**src/rtl/down_timer_pkg.sv**
```systemverilog
// Shared types and constants for the down_timer block.
// Contents:
//   DEFAULT_WIDTH - default width of load_value and count
//   state_e       - controller states (IDLE, RUN, PAUSED)
package down_timer_pkg;

    localparam int unsigned DEFAULT_WIDTH = 8;

    typedef enum logic [1:0] {
        IDLE   = 2'd0,
        RUN    = 2'd1,
        PAUSED = 2'd2
    } state_e;

endpackage

```
**src/rtl/down_timer.sv**
```systemverilog
// Loadable down-counter with pause, abort and a one-cycle expiry pulse.
//
// Optional feature: define DOWN_TIMER_AUTO_RELOAD_EN to keep the last
// accepted nonzero load value and restart from it on every expiry, so the
// timer keeps running until it is aborted or reset.
//
// Ports:
//   clk        in   clock, rising edge
//   reset      in   synchronous active-high reset
//   load_valid in   request to start a countdown
//   load_ready out  high only in IDLE
//   load_value in   countdown start value (WIDTH bits)
//   pause      in   freeze the count while high
//   abort      in   cancel a countdown, back to IDLE without expiry
//   count      out  remaining count (registered)
//   busy       out  high in RUN or PAUSED
//   paused     out  high in PAUSED
//   expired    out  registered one-cycle pulse when the count reaches 0
module down_timer
    import down_timer_pkg::*;
#(
    parameter int unsigned WIDTH = DEFAULT_WIDTH
) (
    input  logic             clk,
    input  logic             reset,
    input  logic             load_valid,
    output logic             load_ready,
    input  logic [WIDTH-1:0] load_value,
    input  logic             pause,
    input  logic             abort,
    output logic [WIDTH-1:0] count,
    output logic             busy,
    output logic             paused,
    output logic             expired
);

    state_e           state_q;
    logic [WIDTH-1:0] count_q;
    logic             expired_q;
`ifdef DOWN_TIMER_AUTO_RELOAD_EN
    logic [WIDTH-1:0] reload_q;
`endif

    // Controller state, count and expiry pulse.
    always_ff @(posedge clk) begin
        if (reset) begin
            state_q   <= IDLE;
            count_q   <= '0;
            expired_q <= 1'b0;
`ifdef DOWN_TIMER_AUTO_RELOAD_EN
            reload_q  <= '0;
`endif
        end else begin
            expired_q <= 1'b0;
            case (state_q)
                IDLE: begin
                    // abort is irrelevant here; a zero load expires without running
                    if (load_valid) begin
                        if (load_value != '0) begin
                            count_q <= load_value;
                            state_q <= RUN;
`ifdef DOWN_TIMER_AUTO_RELOAD_EN
                            reload_q <= load_value;
`endif
                        end else begin
                            expired_q <= 1'b1;
                        end
                    end
                end
                RUN, PAUSED: begin
                    // abort beats pause, which beats decrement
                    if (abort) begin
                        count_q <= '0;
                        state_q <= IDLE;
                    end else if (pause) begin
                        state_q <= PAUSED;
                    end else if (count_q == WIDTH'(1)) begin
                        expired_q <= 1'b1;
`ifdef DOWN_TIMER_AUTO_RELOAD_EN
                        count_q   <= reload_q;
                        state_q   <= RUN;
`else
                        count_q   <= '0;
                        state_q   <= IDLE;
`endif
                    end else if (count_q != '0) begin
                        count_q <= count_q - WIDTH'(1);
                        state_q <= RUN;
                    end else begin
                        // unreachable in practice; never wrap below zero
                        state_q <= IDLE;
                    end
                end
                default: begin
                    state_q <= IDLE;
                end
            endcase
        end
    end

    assign count      = count_q;
    assign expired    = expired_q;
    assign load_ready = (state_q == IDLE);
    assign busy       = (state_q == RUN) || (state_q == PAUSED);
    assign paused     = (state_q == PAUSED);

endmodule

```
**config.mk**
```make
export PLATFORM = sky130hd
export DESIGN_NAME = down_timer
export DESIGN_NICKNAME = d
export VERILOG_FILES = /design/src/rtl/down_timer_pkg.sv /design/src/rtl/down_timer.sv
export SDC_FILE = /design/constraint.sdc
export NUM_CORES = 1
export LEC_CHECK = 0
export ABC_AREA = 1
export BUFFER_PORTS_ARGS = -buffer_cell sky130_fd_sc_hd__buf_2
export CAP_MARGIN = 10
export CORE_MARGIN = 1
export CORE_UTILIZATION = 58
export CTS_BUF_LIST = sky130_fd_sc_hd__clkbuf_8
export CTS_CLUSTER_SIZE = 12
export DETAILED_ROUTE_END_ITERATION = 8
export HOLD_SLACK_MARGIN = 0.15
export MAX_ROUTING_LAYER = met4
export PLACE_DENSITY = 0.95
export SYNTH_ARGS = -nofsm -noshare
export SYNTH_HDL_FRONTEND = slang
export SYNTH_SLANG_ARGS = --single-unit
```
**constraint.sdc**
```tcl
create_clock -name clk -period 3 [get_ports clk]
set_input_delay 0.9 -clock clk [delete_from_list [all_inputs] [get_ports clk]]
set_output_delay 0.9 -clock clk [all_outputs]
set_load 0.02 [all_outputs]
```
==> flow_metrics.tcl <==
set metrics [dict create \
    drv_cap 0 \
    coreArea_sq_um 1380 \
    fin_nets 198 \
    ios 25 \
    synth_top_area_cell "dfxtp_1" \
    synth_nets 170 \
    die_y_um 41.8 \
    synth_xor_area_frac 0.00955 \
    die_w_um 41.8 \
    synth.distinct_cells 21 \
    cts.sinks 11 \
    drive_gt1_frac 0.253 \
    portBuffers 24 \
    yosysSeqAreaShare 0.240 \
    ys_ff_latch 11 \
    antenna_cells 0 \
    worst_pin_slew_ns 0.355 \
    totalWireLength_um 2390 \
    setup_viol 0 \
    drc 0 \
    ir_drop_mv 0.460 \
    hold_buffers 0 \
    min_period_ns 2.08 \
    critPathArrivalTime_ns 1.18 \
    drv_slew 0 \
    clk_latency_ns 0.24 \
    worstSetupStartpointType "flip-flop" \
    fin_crit_sh 0.694 \
    grt_max_degree 15 \
    cts_made_buffers 3 \
    grt_pass1_wl_um 4060 \
    crit_path_end_kind "output port" \
    clockRootBuffer "clkbuf_8" \
    start_util 0.663 \
    gr-usage-all-layers 0.307 \
    outcome "finished clean" \
    synth_warnings 0 \
    avgSynthCellArea_sq_um 6.07 \
    total_power_mw 0.624 \
    yosys-mux-area-fraction 0 \
    slowest_delay_ns 0.37 \
    synth_common_cells "nand2_1, nor2_1, inv_1" \
    gp_congestion 0.906 \
    tritoncts "built" \
    holdCritPathClass "flip-flop to flip-flop" \
    synth_top_area_share 0.240 \
    vias 1066 \
    synth_flop_cell "dfxtp_1" \
    synth-compound-area-share 0.0655 \
    rsz0062_at_grt "false" \
    first_iter_violations 52 \
    post_cts_resized 0 \
    setup_tns_ns 0 \
    grt_pass1_vias 944 \
    rows 13 \
    first_pass_iters 4 \
    powerDensity_nw_per_um2 573 \
    cp_max_fo 4 \
    post_cts_buffers 0 \
    cts.reportedPaths.clkPinSlew_ns 0.05 \
    leakage_nw 0.595 \
    relSlewSlack 0.763 \
    area_delta_synth_final_pct 18.8 \
    skew_ns 0.00216 \
    num-fill-cells 112 \
    synth_most_common_cell "nand2_1" \
    criticalPathCategory "flip-flop to output port" \
    synth-simple-area-share 0.517 \
    ys_async_sr_fraction 0 \
    synth_area_sq_um 917 \
    synth_area_leaders "dfxtp_1, nand2_1, nor2_1" \
    htreeDepth 1 \
    post-route-util 0.788 \
    grt_overflow 0 \
    avgRoutedWirePerCell_um 12.4 \
    cp_slowest_cell "dfxtp_1" \
    cts_buffer_depth 2 \
    vias_per_cell 5.52 \
    cp.required_ns 2.10 \
    crit_chain "inv_1 -> ha_1 -> buf_2" \
    final_hold_viol_count 0 \
    ant_nets 0 \
    synth-adder-area-share 0.0819 \
    place_hpwl_um 1710 \
    dieArea_sq_um 1740 \
    antenna_found_initial 0 \
    synth_top_family_by_area "simple AND/OR/NAND/NOR gates" \
    synthCells 151 \
    max_freq_ghz 0.480 \
    synth_edf_count 0 \
]
layout by cell type (no fill, tap or decap):
master	Yosys	routed
a21boi_0	2	2
nor3_1	1	1
nor2_1	31	31
nand4_1	2	2
nor2_2	6	6
o21bai_1	2	2
a211oi_1	1	1
a21oi_1	3	3
dfxtp_1	11	11
nor2_4	3	3
buf_2	0	24
ha_1	6	6
nand2_1	45	45
nand2_2	7	7
nand3_1	8	8
a22oi_1	1	1
clkinv_1	2	2
nand3_2	1	1
xor2_1	1	1
inv_1	16	17
clkbuf_8	0	3
or2_2	1	1
sequential cells by signal (all words and copies together) (netlist names):
signal / cells
count: 8
expired: 1
state_q: 2
worst max-delay path: cells and delay by family, from the launching register on:
family	cells	cell delay, ns
fa+ha+maj	1	0.33
buf+inv	2	0.24
flops	1	0.37
power breakdown:
group,switching [mW],total [mW],internal [mW]
clock,0.0585,0.149,0.0901
combinational,0.184,0.282,0.0980
sequential,0.0279,0.194,0.166
total,0.270,0.624,0.354
layer usage:
layer	part of all wire	up-vias	global-route usage
met4	0.033	0	0.116
met1	0.43	475	0.369
met3	0.078	11	0.0522
li1	-	520	-
met5	0	-	-
met2	0.46	60	0.509
per-stage QoR:
step	cell area, sq um	instances	hold slack (ns)	worst slack [ns]
after floorplan	917	151	0.455	1.19
after global placement	1040	189	0.479	1.02
after detailed placement	1040	189	0.486	0.962
after CTS	1090	193	0.494	0.921
after global routing	1090	193	0.532	0.866
final	1090	193	0.498	0.918
final timing paths:
path	startpoint	end	slack [ns]	cells after the start
max	state_q[1]	busy	0.92	3
min	state_q[0]	state_q[0]	0.50	2
min reg2reg	state_q[0]	state_q[0]	0.50	2
max reg2reg	state_q[1]	count[7]	1.13	10
cell type report:
| class | instances | area (sq um) | area share |
|---|---|---|---|
| multi-input combinational | 121 | 618 | 0.567 |
| sequential | 11 | 220 | 0.202 |
| timing repair buffer | 24 | 120 | 0.110 |
| inverter | 18 | 67.6 | 0.0620 |
| clock buffer | 3 | 41.3 | 0.0379 |
| tap | 15 | 18.8 | 0.0172 |
| clock inverter | 1 | 3.75 | 0.00344 |
kinds of logic after synthesis:
group / after synthesis
DFF: 11
adders and majority gates: 6
and+or+nand+nor: 105
buffers and inverters: 19
xor gates and xnor gates: 1
AOI/OAI and AO/OA: 9
No activity file was read; power rests on OpenSTA's default activity.
